$ cat src/rtl/imm_pkg.sv
// rtl/imm_pkg.sv - immediate format codes and instruction field positions
package imm_pkg;

   typedef enum logic [2:0] {
      FMT_B  = 3'b000,
      FMT_CB = 3'b001,
      FMT_I  = 3'b010,
      FMT_D  = 3'b011,
      FMT_IW = 3'b100
   } fmt_e;

   // Every format is built at this width before truncation to DATA_W
   localparam int FULL_W = 64;

   localparam int B_MSB     = 25;
   localparam int B_LSB     = 0;
   localparam int CB_MSB    = 23;
   localparam int CB_LSB    = 5;
   localparam int I_MSB     = 21;
   localparam int I_LSB     = 10;
   localparam int D_MSB     = 20;
   localparam int D_LSB     = 12;
   localparam int IW_MSB    = 20;
   localparam int IW_LSB    = 5;
   localparam int IW_HW_MSB = 22;
   localparam int IW_HW_LSB = 21;

   localparam int B_W  = B_MSB - B_LSB + 1;
   localparam int CB_W = CB_MSB - CB_LSB + 1;
   localparam int I_W  = I_MSB - I_LSB + 1;
   localparam int D_W  = D_MSB - D_LSB + 1;
   localparam int IW_W = IW_MSB - IW_LSB + 1;

endpackage

$ cat src/rtl/imm_decode.sv
// rtl/imm_decode.sv - combinational immediate extraction and extension
// Format 100 (IW) is decoded only when IMM_EXTEND_IW_EN is defined.
module imm_decode
   import imm_pkg::*;
#(
   parameter int DATA_W = 64
) (
   input  logic [31:0]       instr,
   input  logic [2:0]        fmt,
   output logic [DATA_W-1:0] imm,
   output logic              err
);

   logic [FULL_W-1:0] full;
   logic              unused_bits;

   always_comb begin
      full = '0;
      err  = 1'b0;
      case (fmt)
         FMT_B:  full = {{(FULL_W-B_W-2){instr[B_MSB]}}, instr[B_MSB:B_LSB], 2'b00};
         FMT_CB: full = {{(FULL_W-CB_W-2){instr[CB_MSB]}}, instr[CB_MSB:CB_LSB], 2'b00};
         FMT_I:  full = {{(FULL_W-I_W){1'b0}}, instr[I_MSB:I_LSB]};
         FMT_D:  full = {{(FULL_W-D_W){instr[D_MSB]}}, instr[D_MSB:D_LSB]};
         FMT_IW: begin
`ifdef IMM_EXTEND_IW_EN
            full = {{(FULL_W-IW_W){1'b0}}, instr[IW_MSB:IW_LSB]}
                   << {instr[IW_HW_MSB:IW_HW_LSB], 4'b0000};
            // A 32-bit result cannot hold halfword positions 2 and 3
            if (DATA_W == 32 && instr[IW_HW_MSB]) begin
               full = '0;
               err  = 1'b1;
            end
`else
            err = 1'b1;
`endif
         end
         default: err = 1'b1;
      endcase
   end

   assign imm         = full[DATA_W-1:0];
   assign unused_bits = ^{instr[31:26], full};

endmodule

$ cat src/rtl/imm_extend_pipe.sv
// rtl/imm_extend_pipe.sv - immediate extender with a DEPTH-entry output FIFO
// Format 100 (IW) is enabled by defining IMM_EXTEND_IW_EN.
module imm_extend_pipe
   import imm_pkg::*;
#(
   parameter int DATA_W = 64,
   parameter int DEPTH  = 2
) (
   input  logic              clk,
   input  logic              reset_n,
   input  logic              in_valid,
   output logic              in_ready,
   input  logic [31:0]       instr,
   input  logic [2:0]        fmt,
   output logic              out_valid,
   input  logic              out_ready,
   output logic [DATA_W-1:0] imm,
   output logic              imm_err
);

   localparam int PTR_W = $clog2(DEPTH);
   localparam int CNT_W = $clog2(DEPTH + 1);

   logic [DATA_W-1:0] dec_imm;
   logic              dec_err;
   logic              push;
   logic              pop;

   logic [PTR_W-1:0]  wr_ptr_q, wr_ptr_d;
   logic [PTR_W-1:0]  rd_ptr_q, rd_ptr_d;
   logic [CNT_W-1:0]  count_q, count_d;
   logic              in_ready_q, in_ready_d;
   logic [DATA_W-1:0] imm_mem_q [DEPTH];
   logic              err_mem_q [DEPTH];

   imm_decode #(.DATA_W(DATA_W)) u_decode (
      .instr (instr),
      .fmt   (fmt),
      .imm   (dec_imm),
      .err   (dec_err)
   );

   // in_ready_q tracks count<DEPTH, so a full FIFO refuses a push even when popping
   assign push = in_valid && in_ready_q;
   assign pop  = out_valid && out_ready;

   always_comb begin
      wr_ptr_d = wr_ptr_q;
      rd_ptr_d = rd_ptr_q;
      count_d  = count_q;
      if (push) begin
         wr_ptr_d = (wr_ptr_q == PTR_W'(DEPTH - 1)) ? '0 : wr_ptr_q + 1'b1;
      end
      if (pop) begin
         rd_ptr_d = (rd_ptr_q == PTR_W'(DEPTH - 1)) ? '0 : rd_ptr_q + 1'b1;
      end
      case ({push, pop})
         2'b10:   count_d = count_q + 1'b1;
         2'b01:   count_d = count_q - 1'b1;
         default: count_d = count_q;
      endcase
      in_ready_d = (count_d < CNT_W'(DEPTH));
   end

   always_ff @(posedge clk or negedge reset_n) begin
      if (!reset_n) begin
         wr_ptr_q   <= '0;
         rd_ptr_q   <= '0;
         count_q    <= '0;
         in_ready_q <= 1'b0;
      end else begin
         wr_ptr_q   <= wr_ptr_d;
         rd_ptr_q   <= rd_ptr_d;
         count_q    <= count_d;
         in_ready_q <= in_ready_d;
      end
   end

   always_ff @(posedge clk) begin
      if (push) begin
         imm_mem_q[wr_ptr_q] <= dec_imm;
         err_mem_q[wr_ptr_q] <= dec_err;
      end
   end

   assign in_ready  = in_ready_q;
   assign out_valid = (count_q != '0);
   assign imm       = out_valid ? imm_mem_q[rd_ptr_q] : '0;
   assign imm_err   = out_valid && err_mem_q[rd_ptr_q];

endmodule

$ cat config.mk
export PLATFORM = sky130hd
export DESIGN_NAME = imm_extend_pipe
export DESIGN_NICKNAME = d
export VERILOG_FILES = /design/src/rtl/imm_pkg.sv /design/src/rtl/imm_decode.sv /design/src/rtl/imm_extend_pipe.sv
export SDC_FILE = /design/constraint.sdc
export NUM_CORES = 1
export LEC_CHECK = 0
export CAP_MARGIN = 10
export CELL_PAD_IN_SITES_DETAIL_PLACEMENT = 2
export CELL_PAD_IN_SITES_GLOBAL_PLACEMENT = 2
export CORE_ASPECT_RATIO = 1.5
export CORE_UTILIZATION = 30
export CTS_CLUSTER_SIZE = 14
export DETAILED_ROUTE_END_ITERATION = 16
export PLACE_DENSITY = 0.82
export SYNTH_ARGS = -nofsm -noshare
export SYNTH_HDL_FRONTEND = slang
export SYNTH_SLANG_ARGS = --single-unit
$ cat constraint.sdc
create_clock -name clk -period 3.4 [get_ports clk]
set_input_delay 0.34 -clock clk [delete_from_list [all_inputs] [get_ports clk]]
set_output_delay 0.34 -clock clk [all_outputs]
set_load 0.02 [all_outputs]
==> out/qor.json <==
{
  "netlist_area": {"value": 0.00337, "unit": "sq mm"},
  "drt-wirelength-per-cell": {"value": 18.0, "unit": "um"},
  "path_clk_slew": {"value": 0.05, "unit": "ns"},
  "multi_input_area": {"value": 0.00111, "unit": "sq mm"},
  "filler_cell_count_in_the_final_layout": {"value": 1148},
  "cpLargestDelayFamily": {"value": "buffers and inverters"},
  "postSynthNetCount": {"value": 304},
  "drt_iter0_markers": {"value": 106},
  "setup_repair_after_global_routing_missed_its_margin": {"value": "no"},
  "post_route_cells_drive_above_1_share": {"value": 0.123},
  "timing.fmax": {"value": 391, "unit": "MHz"},
  "post-route-drc-count": {"value": 1},
  "pin_count_of_the_biggest_net_entering_global_routing": {"value": 38},
  "buffer_ports.inserted": {"value": 99},
  "timing.final.crit_share": {"value": 0.752},
  "finalSetupTns": {"value": 0, "unit": "ns"},
  "synthDominantAreaCellType": {"value": "sky130_fd_sc_hd__edfxtp_1"},
  "ordered_list_of_cells_on_the_worst_path": {"value": "buf_4, mux2i_1, nor2_2, buf_4, clkdlybuf4s50_1"},
  "insertion_delay": {"value": 0.33, "unit": "ns"},
  "clkSinkCount": {"value": 63},
  "antennaDiodeCount": {"value": 0},
  "cts_max_path_buffers": {"value": 2},
  "power.total": {"value": 0.00434, "unit": "W"},
  "cts_tree": {"value": "built"},
  "place.detailed.hpwl": {"value": 6130, "unit": "um"},
  "crit_path_start_kind": {"value": "register"},
  "die_height": {"value": 132, "unit": "um"},
  "io_pins": {"value": 106},
  "timing.max_cap.violations": {"value": 0},
  "ys_warns": {"value": 0},
  "critPathKind": {"value": "reg -> out"},
  "grt_pass1_wl": {"value": 13500, "unit": "um"},
  "clock_tree.htree_level_count": {"value": 3},
  "synth.distinct_cells": {"value": 30},
  "cp_data_arrival_time": {"value": 2.22, "unit": "ns"},
  "worst-endpoint-required": {"value": 3.06, "unit": "ns"},
  "reg2reg_slack": {"value": 1.46, "unit": "ns"},
  "timing.final.hold_violations": {"value": 0},
  "synth-seq-cells": {"value": 63},
  "ant_nets": {"value": 0},
  "fin_ws": {"value": 0.844, "unit": "ns"},
  "count_of_instances_resized_after_the_clock_tree_is_built": {"value": 0},
  "setup_viol": {"value": 0},
  "postSynthAreaPerCell": {"value": 12.8, "unit": "sq um"},
  "largest_cells_by_area_after_synthesis": {"value": "sky130_fd_sc_hd__edfxtp_1 52%, sky130_fd_sc_hd__mux2i_1 9.5%, sky130_fd_sc_hd__buf_4 8.2%"},
  "period_needed": {"value": 2.56, "unit": "ns"},
  "cell_pwr_density": {"value": 956, "unit": "mW/mm^2"},
  "grtUsageTotal": {"value": 0.158},
  "starting_density": {"value": 0.306},
  "slowest_stage": {"value": "sky130_fd_sc_hd__clkdlybuf4s50_1"},
  "crit_path_end_kind": {"value": "primary output"},
  "tightestPinTransition": {"value": 0.953, "unit": "ns"},
  "via_count": {"value": 2240},
  "synth_seq_area_share": {"value": 0.554},
  "run_status": {"value": "complete, but fails checks"},
  "hold_buffers": {"value": 0},
  "most_frequent_cp_cell": {"value": "sky130_fd_sc_hd__buf_4"},
  "timing.final.max_slew_violations": {"value": 0},
  "worstRegToRegCells": {"value": 7},
  "cts_made_buffers": {"value": 9},
  "cpPeakStageDelay": {"value": 0.67, "unit": "ns"},
  "postCtsSetupBuffers": {"value": 0},
  "area.sequential": {"value": 0.00187, "unit": "sq mm"},
  "cts.root.buffer_cell": {"value": "sky130_fd_sc_hd__clkbuf_16"},
  "failed_checks": {"value": "DRC"},
  "layout_common_cells": {"value": "99 x sky130_fd_sc_hd__clkdlybuf4s50_1, 58 x sky130_fd_sc_hd__edfxtp_1, 34 x sky130_fd_sc_hd__nor2_1"},
  "flow.area_growth_from_synthesis": {"value": 34.9, "unit": "%"},
  "fin_nets": {"value": 369},
  "path_buf_inv": {"value": 3},
  "area_enclosed_by_the_die_boundary": {"value": 0.0117, "unit": "sq mm"},
  "ir_worst_vdd": {"value": 0.326, "unit": "mV"},
  "pre_cts_ws": {"value": 0.773, "unit": "ns"},
  "detail_route.first_pass.iterations": {"value": 10},
  "wirelength": {"value": 8650, "unit": "um"},
  "most_frequent_standard_cell_in_the_layout_excluding_fill_and_tap_cells": {"value": "sky130_fd_sc_hd__clkdlybuf4s50_1"},
  "place.gp.congestion": {"value": 0.831},
  "first_global_vias": {"value": 2452},
  "globalRoute.totalOverflow": {"value": 0},
  "drt-vias-per-instance": {"value": 4.66},
  "die_x": {"value": 88.5, "unit": "um"},
  "netlist_instances": {"value": 264},
  "yosys.area.top_type_share": {"value": 0.517},
  "antenna_found_initial": {"value": 0},
  "startpoint": {"value": "rd_ptr_q"},
  "max_slew_margin": {"value": 0.363},
  "path_max_fanout": {"value": 37},
  "floorplan.core_area": {"value": 0.0110, "unit": "sq mm"},
  "fin_worst_skew": {"value": 0.00591, "unit": "ns"},
  "core.rowCount": {"value": 47},
  "total_leakage_power": {"value": 1.67, "unit": "nW"},
  "hp-class": {"value": "in -> async"}
}
==> how the worst max path moves through the flow <==
stage	end	cells past startpoint
after floorplan	imm[28]	5
after global placement	imm_mem_q[0][14]	4
after detailed placement	imm_mem_q[1][14]	4
after CTS	imm[61]	5
after global routing	imm[33]	5
final	imm[61]	5
==> cell usage after synthesis <==
cell type                  instances
sky130_fd_sc_hd__a211oi_1          3
sky130_fd_sc_hd__a21oi_1          16
sky130_fd_sc_hd__a22oi_1           1
sky130_fd_sc_hd__a31oi_1           1
sky130_fd_sc_hd__and2_1            1
sky130_fd_sc_hd__and2b_1           3
sky130_fd_sc_hd__and3_1            1
sky130_fd_sc_hd__buf_1             1
sky130_fd_sc_hd__buf_2             4
sky130_fd_sc_hd__buf_4            37
sky130_fd_sc_hd__buf_6             3
sky130_fd_sc_hd__buf_8             2
sky130_fd_sc_hd__clkbuf_1          6
sky130_fd_sc_hd__clkbuf_4          1
sky130_fd_sc_hd__dfrtp_1           5
sky130_fd_sc_hd__edfxtp_1         58
sky130_fd_sc_hd__ha_1              1
sky130_fd_sc_hd__inv_1             2
sky130_fd_sc_hd__mux2i_1          32
sky130_fd_sc_hd__mux4_2            9
sky130_fd_sc_hd__nand2_1          13
sky130_fd_sc_hd__nand2b_1          1
sky130_fd_sc_hd__nor2_1           37
sky130_fd_sc_hd__nor2_8            1
sky130_fd_sc_hd__nor2b_1          10
sky130_fd_sc_hd__nor2b_4           3
sky130_fd_sc_hd__o21ai_0           5
sky130_fd_sc_hd__o21ai_4           1
sky130_fd_sc_hd__xnor2_1           4
sky130_fd_sc_hd__xor2_1            2
==> metal layers <==
metal  GRT usage  vias up  wire length [um]
li1            -     1025                 -
met1       0.179     1100              3260
met2       0.287      106              4780
met3      0.0294        9               428
met4      0.0600        0               175
met5           0        -                 0
==> cells by family (layout without fill, tap and decap cells) <==
group | count (synthesis) | in the layout | share of synthesized area
and+or+nand+nor | 70 | 70 | 0.105
DFF | 63 | 63 | 0.554
buffers and inverters | 56 | 126 | 0.120
muxes | 41 | 41 | 0.155
AOI/OAI and AO/OA | 27 | 27 | 0.0468
xor gates and xnor gates | 6 | 6 | 0.0156
adders and majority gates | 1 | 1 | 0.00371
==> stage by stage <==
stage	hold slack, ns	instance area, sq um	std cells	util
final	0.239	4540	481	0.413
after global routing	0.251	4540	481	0.413
after CTS	0.232	4540	481	0.413
after detailed placement	0.513	4220	465	0.384
after global placement	0.497	4220	465	0.384
after floorplan	0.0444	3370	264	-
==> where the power goes <==
part	internal (W)	leakage (nW)	switching [W]	total, W
logic	0.00102	0.917	0.00123	0.00226
registers	0.00104	0.604	0.0000644	0.00110
clock network	0.000642	0.150	0.000340	0.000982
total	0.00271	1.67	0.00164	0.00434
==> state kept, by name (all words and copies together), names as in the netlist, named ones only <==
register   flops
imm_mem_q     56
err_mem_q      2
count_q        1
in_ready       1
rd_ptr_q       1
wr_ptr_q       1
==> area by class of cell <==
| class | instances | area share |
|---|---|---|
| Multi-Input combinational cell | 145 | 0.243 |
| Clock buffer | 9 | 0.0496 |
| Timing Repair Buffer | 108 | 0.233 |
| Tap cell | 147 | 0.0405 |
| Clock inverter | 7 | 0.0212 |
| Inverter | 2 | 0.00165 |
| Sequential cell | 63 | 0.411 |
(Power assumes the default switching activity.)
